## src/rtl/cache_mem_arbiter.sv

```systemverilog
// Two-requester arbiter sharing one line-granular memory port between the i-cache and d-cache.
// Optional build macro ARB_ROUND_ROBIN_EN switches contention from fixed d-cache priority to alternating grants.
module cache_mem_arbiter (
    input  logic         clk,
    input  logic         rst,
    input  logic         i_read,
    input  logic [31:0]  i_address,
    output logic         i_resp,
    input  logic         d_read,
    input  logic         d_write,
    input  logic [31:0]  d_address,
    input  logic [255:0] d_wdata,
    output logic         d_resp,
    output logic [255:0] rdata,
    output logic         pmem_read,
    output logic         pmem_write,
    output logic [31:0]  pmem_address,
    output logic [255:0] pmem_wdata,
    input  logic [255:0] pmem_rdata,
    input  logic         pmem_resp
);

    typedef enum logic [1:0] {
        IDLE,
        SERVE_I,
        SERVE_D,
        RELEASE
    } state_t;

    state_t r_state;
    logic   r_lastGrant;
    logic   r_pmemRead;
    logic   r_pmemWrite;
    logic   w_dReq;
    logic   w_grantD;

    assign w_dReq = d_read | d_write;

`ifdef ARB_ROUND_ROBIN_EN
    // On contention the requester that did not win last time gets the port.
    assign w_grantD = w_dReq & (~i_read | ~r_lastGrant);
`else
    logic w_unusedLastGrant;
    assign w_unusedLastGrant = r_lastGrant;
    assign w_grantD = w_dReq;
`endif

    always_ff @(posedge clk) begin
        if (rst) begin
            r_state     <= IDLE;
            r_lastGrant <= 1'b0;
            r_pmemRead  <= 1'b0;
            r_pmemWrite <= 1'b0;
        end else begin
            case (r_state)
                IDLE: begin
                    if (w_grantD) begin
                        r_state     <= SERVE_D;
                        r_lastGrant <= 1'b1;
                        r_pmemWrite <= d_write;
                        r_pmemRead  <= d_read & ~d_write;
                    end else if (i_read) begin
                        r_state     <= SERVE_I;
                        r_lastGrant <= 1'b0;
                        r_pmemRead  <= 1'b1;
                        r_pmemWrite <= 1'b0;
                    end
                end
                // The operation is captured at grant so a dropped request cannot abort it.
                SERVE_I, SERVE_D: begin
                    if (pmem_resp) begin
                        r_state     <= RELEASE;
                        r_pmemRead  <= 1'b0;
                        r_pmemWrite <= 1'b0;
                    end
                end
                RELEASE: r_state <= IDLE;
                default: r_state <= IDLE;
            endcase
        end
    end

    assign pmem_read  = r_pmemRead;
    assign pmem_write = r_pmemWrite;
    assign pmem_wdata = d_wdata;
    assign rdata      = pmem_rdata;
    assign i_resp     = (r_state == SERVE_I) & pmem_resp;
    assign d_resp     = (r_state == SERVE_D) & pmem_resp;

    always_comb begin
        pmem_address = 32'h0;
        case (r_state)
            SERVE_I: pmem_address = i_address;
            SERVE_D: pmem_address = d_address;
            default: pmem_address = 32'h0;
        endcase
    end

endmodule

```

## config.mk

```make
export PLATFORM = sky130hd
export DESIGN_NAME = cache_mem_arbiter
export DESIGN_NICKNAME = d
export VERILOG_FILES = /design/src/rtl/cache_mem_arbiter.sv
export SDC_FILE = /design/constraint.sdc
export NUM_CORES = 1
export LEC_CHECK = 0
export BUFFER_PORTS_ARGS = -buffer_cell sky130_fd_sc_hd__buf_4
export CAP_MARGIN = 20
export CORE_AREA = 2 2 446 448
export CTS_CLUSTER_SIZE = 14
export DETAILED_ROUTE_END_ITERATION = 12
export DIE_AREA = 0 0 448 450
export PLACE_DENSITY = 0.3
export SYNTH_ARGS = -nofsm -noshare
export SYNTH_HDL_FRONTEND = slang
export SYNTH_SLANG_ARGS = --single-unit
```

## constraint.sdc

```tcl
create_clock -name clk -period 2.5 [get_ports clk]
set_input_delay 0.375 -clock clk [delete_from_list [all_inputs] [get_ports clk]]
set_output_delay 0.375 -clock clk [all_outputs]
set_load 0.03 [all_outputs]
```

==> impl_metrics.yaml, run 1 <==
outcome:
  status: "complete, no violations"
floorplanning:
  start_util: 0.0234
  die-area_um2: 202000
  rows: 163
  ioPinCount: 1130
  die_h_um: 450
  die_w_um: 448
  core_um2: 197000
synthesis:
  syn-cell-area_um2: 4590
  postSynthCellCount: 617
  syn-num-nets: 1202
  synth_top_family_by_area: "buffers and inverters"
  syn_area_per_cell_um2: 7.44
  synth-adder-area-share: 0.00817
  synth-compound-area-share: 0.0638
  ys_seq_elements: 4
  yosysSeqAreaShare: 0.0174
  synth-simple-area-share: 0.0564
  yosysWarnings: 0
  synth_mux_area_frac: 0.00218
  ys_types: 21
  synthXorXnorAreaFrac: 0
clock_tree:
  clkTransAtPathRegs_ns: 0.03
  postCtsSetupBuffers: 0
  cts.path.max_buffers: 2
  postCtsHoldBufs: 0
  cts_tree: "built"
  ctsResizeCount: 0
  ctsRootBufferMaster: "clkbuf_16"
  cts_buffers: 3
  clock-sinks: 4
  htreeDepth: 1
  clk_latency_ns: 0.22
detailed_routing:
  drt_iter0_drc: 265
  vias_per_cell: 0.868
  vias: 2470
  wirelength_mm: 120
  wl_per_cell_um: 42.2
  drcViolationCount: 0
  drtPass1Iterations: 4
  ant_nets: 0
finish:
  multiInputGateArea_um2: 604
  fillerInstances: 23600
  utilization: 0.0251
  diodes: 0
  fin_nets: 791
  area_growth_pct: 7.28
  regArea_um2: 80.1
  layout_common_cells: "buf_4 (105), a22oi_1 (32), nor2b_1 (32), inv_1 (4), dfxtp_1 (4)"
  drive_gt1_frac: 0.559
  layout_commonest_cell: "buf_4"
sta:
  period_share: 0.879
  fmax_mhz: 455
  final-hold-violation-count: 0
  worst_pin_slew_ns: 0.396
  report.final.slew_viol_count: 0
  rsz0062_at_grt: "false"
  tns_ns: 0
  fin_hold_ws_ns: 0.373
  setup_viol_count_final: 0
  slew_headroom: 0.736
  post-route-min-period_ns: 2.20
  skew_ns: 0.00146
worst_setup_path:
  r2r_start: "r_state[0]"
  cp_cell_sequence: "inv_1 > ha_2 > buf_12 > a22oi_1 > nor2b_1 > buf_4"
  crit_buf_inv: 3
  cpLargestDelayFamily: "buffers and inverters"
  worstPathRequired_ns: 2.12
  cp-start-kind: "flop"
  r2r_end: "pmem_write"
  path_class: "reg2out"
  cp_max_fo: 19
  cp.arrival_ns: 1.82
  crit_slowest_cell: "ha_2"
  reg2regPathDepth: 6
  crit_path_end_kind: "output port"
  r2r_setup_slack_ns: 0.77
  cpPeakStageDelay_ns: 0.41
worst_hold_path:
  min_from: "rst"
  min_path_type: "in2reg"
  holdPathEnd: "pmem_write"
  hold_depth: 2
grt:
  grt_start_max_net_pins: 35
  grt_usage: 0.113
  antenna_found_initial: 2
  grt_pass1_wl_mm: 125
  grt_overflow_total: 0
  grt_pass1_vias: 2185
power_and_ir_drop:
  ir_drop_mv: 0.317
  power.leakage_nw: 0.780
  power.density_nw_per_um2: 414
place:
  place_congestion: 0.899
  port_buffers: 105
  dp_hpwl_mm: 117
flow_run:
  max_cap_violations: 0
-- cells in the mapped netlist, drive strengths merged --
| master | count | area (um^2) |
|---|---|---|
| mux2i | 1 | 10.0 |
| a21oi | 3 | 15.0 |
| a21boi | 1 | 7.51 |
| nand2 | 1 | 3.75 |
| nor2 | 2 | 7.51 |
| o32ai | 1 | 8.76 |
| nand3b | 1 | 7.51 |
| ha | 3 | 37.5 |
| inv | 4 | 15.0 |
| nand2b | 1 | 6.26 |
| clkbuf | 5 | 18.8 |
| nor2b | 32 | 200 |
| o221a | 1 | 11.3 |
| and2 | 2 | 12.5 |
| o21ai | 2 | 10.0 |
| dfxtp | 4 | 80.1 |
| buf | 519 | 3880 |
| nor4b | 1 | 15.0 |
| a22oi | 32 | 240 |
| or3 | 1 | 6.26 |
-- kinds of logic after synthesis --
family | after synthesis
buf+inv | 528
simple gates | 41
compound gates | 40
flops | 4
fa+ha+maj | 3
mux | 1
-- sequential cells by signal, indices dropped and copies added (netlist names) --
register,flops
pmem_read,1
r_state,2
pmem_write,1
-- how the worst max path moves through the flow --
| stage | startpoint | endpoint | cells after the start |
|---|---|---|---|
| global placement | r_state[0] | pmem_address[23] | 6 |
| global route | r_state[0] | pmem_address[23] | 6 |
| floorplan | r_state[0] | pmem_address[0] | 5 |
| CTS | r_state[0] | pmem_address[20] | 6 |
| finish | r_state[0] | pmem_address[23] | 6 |
| detailed placement | r_state[0] | pmem_address[20] | 6 |
-- metal layers --
metal	track usage	up-vias	share of wire
met5	0.0255	-	0.0060
met4	0.0211	12	0.020
met3	0.223	100	0.41
met2	0.188	884	0.47
met1	0.0267	893	0.088
li1	-	581	-
-- cell type report --
| type | instances | share of cell area |
|---|---|---|
| inverters | 4 | 0.00305 |
| multi-input cells | 85 | 0.123 |
| repair buffers | 108 | 0.172 |
| flip-flops and latches | 4 | 0.0163 |
| well taps | 2640 | 0.671 |
| clock buffers | 3 | 0.0152 |
-- power breakdown --
part           leakage [nW]  total, mW  internal (mW)  switching, mW
logic                 0.710       1.68          0.662           1.02
registers            0.0330      0.106         0.0894         0.0167
clock network        0.0370      0.253          0.205         0.0482
total                 0.780       2.04          0.957           1.08
-- stage by stage --
step / power (mW) / setup WS, ns / cell area, um^2 / std cells
floorplan: 2.57 / 0.629 / 4590 / 617
global placement: 1.82 / 0.534 / 4850 / 2841
detailed placement: 1.82 / 0.545 / 4850 / 2841
CTS: 2.08 / 0.306 / 4930 / 2844
global route: 2.16 / 0.187 / 4930 / 2844
finish: 2.04 / 0.303 / 4930 / 2844
No activity file was read; power rests on OpenSTA's default activity.
==> inputs of run 2 (changes only) <==
--- a/config.mk
+++ b/config.mk
@@ -5,12 +5,12 @@
 export SDC_FILE = /design/constraint.sdc
 export NUM_CORES = 1
 export LEC_CHECK = 0
-export BUFFER_PORTS_ARGS = -buffer_cell sky130_fd_sc_hd__buf_4
 export CAP_MARGIN = 20
-export CORE_AREA = 2 2 446 448
+export CORE_AREA = 2 2 436 438
 export CTS_CLUSTER_SIZE = 14
 export DETAILED_ROUTE_END_ITERATION = 12
-export DIE_AREA = 0 0 448 450
+export DIE_AREA = 0 0 438 440
+export DONT_BUFFER_PORTS = 1
 export PLACE_DENSITY = 0.3
 export SYNTH_ARGS = -nofsm -noshare
 export SYNTH_HDL_FRONTEND = slang
==> run 2 against run 1 <==
Net effect:
- count of clock-buffer cells in the layout unchanged
- sequential power rose by 46%
- worst setup slack better by 0.062 ns
- clock power about the same
- core utilization shrank 0.27 points
- highest routed layer unchanged
- design area is 15% lower
- critical path depth unchanged
- cell count decreased by 7.0%
- clock skew up 0.00098 ns
- critical endpoint is now pmem_address[24]
- die area shrank 4.4%
==> impl_metrics.yaml, run 2 (same netlist as run 1, synthesis figures left out) <==
sta:
  slew_headroom: 0.580
  worst_pin_slew_ns: 0.630
  final-hold-violation-count: 0
  setup_viol_count_final: 0
  post-route-min-period_ns: 2.14
  skew_ns: 0.00243
  period_share: 0.854
  tns_ns: 0
  fmax_mhz: 468
  report.final.slew_viol_count: 0
  rsz0062_at_grt: "false"
power_and_ir_drop:
  power.density_nw_per_um2: 443
  power.leakage_nw: 0.431
  ir_drop_mv: 0.273
grt:
  grt_usage: 0.113
  grt_overflow_total: 0
  grt_pass1_vias: 1764
  grt_start_max_net_pins: 26
  grt_pass1_wl_mm: 118
  antenna_found_initial: 6
finish:
  area_growth_pct: -8.34
  stdcell_area_um2: 4210
  utilization: 0.0223
  fin_nets: 720
  layout_commonest_cell: "buf_4"
  drive_gt1_frac: 0.323
  largest_reg_flops: 2
  largest-register: "r_state"
  layout_common_cells: "buf_4 (36), a22oi_1 (32), nor2b_1 (32), inv_1 (4), dfxtp_1 (4)"
floorplanning:
  core_um2: 189000
  die_h_um: 440
  die-area_um2: 193000
  ioPinCount: 1130
  rows: 160
  start_util: 0.0243
  die_w_um: 438
detailed_routing:
  wl_per_cell_um: 43.2
  drt_iter0_drc: 219
  ant_nets: 0
  vias_per_cell: 0.846
  drcViolationCount: 0
  vias: 2238
  wirelength_mm: 114
  drtPass1Iterations: 4
clock_tree:
  clk_latency_ns: 0.23
  postCtsSetupBuffers: 0
  cts_tree: "built"
  clock-sinks: 4
  clkTransAtPathRegs_ns: 0.03
  postCtsHoldBufs: 0
  ctsRootBufferMaster: "clkbuf_16"
  htreeDepth: 1
  cts.path.max_buffers: 2
  ctsResizeCount: 0
  cts_buffers: 3
worst_hold_path:
  min_path_type: "in2reg"
  min_from: "rst"
  holdPathEnd: "pmem_write"
  hold_depth: 1
worst_setup_path:
  r2r_setup_slack_ns: 0.83
  r2r_end: "pmem_write"
  crit_path_start: "r_state[0]"
  crit_path_end_kind: "output port"
  r2r_start: "r_state[0]"
  cp.arrival_ns: 1.76
  cp-start-kind: "flop"
  worstPathRequired_ns: 2.12
  cp_max_fo: 23
  reg2regPathDepth: 6
  path_class: "reg2out"
place:
  dpl_cell_area_um2: 4130
  place_congestion: 0.991
  dp_hpwl_mm: 111
  port_buffers: 0
outcome:
  status: "complete, no violations"
flow_run:
  max_cap_violations: 0
-- run 2: worst max-delay path, cell delays in order, from the launching register on --
cell	delay (ns)
dfxtp_1	0.32
inv_1	0.08
ha_2	0.42
buf_12	0.22
a22oi_1	0.12
nor2b_1	0.16
buf_4	0.18
-- run 2: cell type report --
cell class | count | area, um^2
timing repair buffer | 37 | 290
sequential | 4 | 80.1
tap | 2511 | 3140
fill | 22629 | 184000
antenna | 1 | 2.50
clock buffer | 3 | 75.1
multi-input combinational | 85 | 604
inverter | 4 | 15.0
-- run 2: how the worst max path moves through the flow --
stage,slack (ns),endpoint,cells past startpoint
final,0.36,pmem_address[24],6
after global routing,0.25,pmem_address[24],6
after CTS,0.33,pmem_address[24],6
after detailed placement,0.57,pmem_address[24],6
after global placement,0.63,pmem_address[24],6
after floorplan,0.63,pmem_address[0],5
-- run 2: where the power goes --
group          leakage, nW  internal, mW  total [mW]  switching, mW
clock               0.0370         0.205       0.253         0.0480
sequential          0.0330        0.0894       0.155         0.0659
combinational        0.361         0.543        1.46          0.912
total                0.431         0.837        1.86           1.03
-- run 2: layer usage --
metal	up-vias	part of all wire	GRT usage
li1	440	-	-
met1	780	0.082	0.0267
met2	892	0.47	0.185
met3	114	0.43	0.232
met4	12	0.010	0.0122
met5	-	0.0048	0.0221
-- run 2: stage by stage --
step | std cells | worst slack [ns] | hold slack, ns | total power [mW]
2_1_floorplan | 617 | 0.629 | 0.444 | 2.57
3_3_place_gp | 2641 | 0.630 | 0.461 | 1.61
3_5_place_dp | 2641 | 0.571 | 0.462 | 1.62
4_1_cts | 2644 | 0.329 | 0.225 | 1.88
5_1_grt | 2645 | 0.248 | 0.225 | 1.98
6_report | 2645 | 0.364 | 0.227 | 1.86
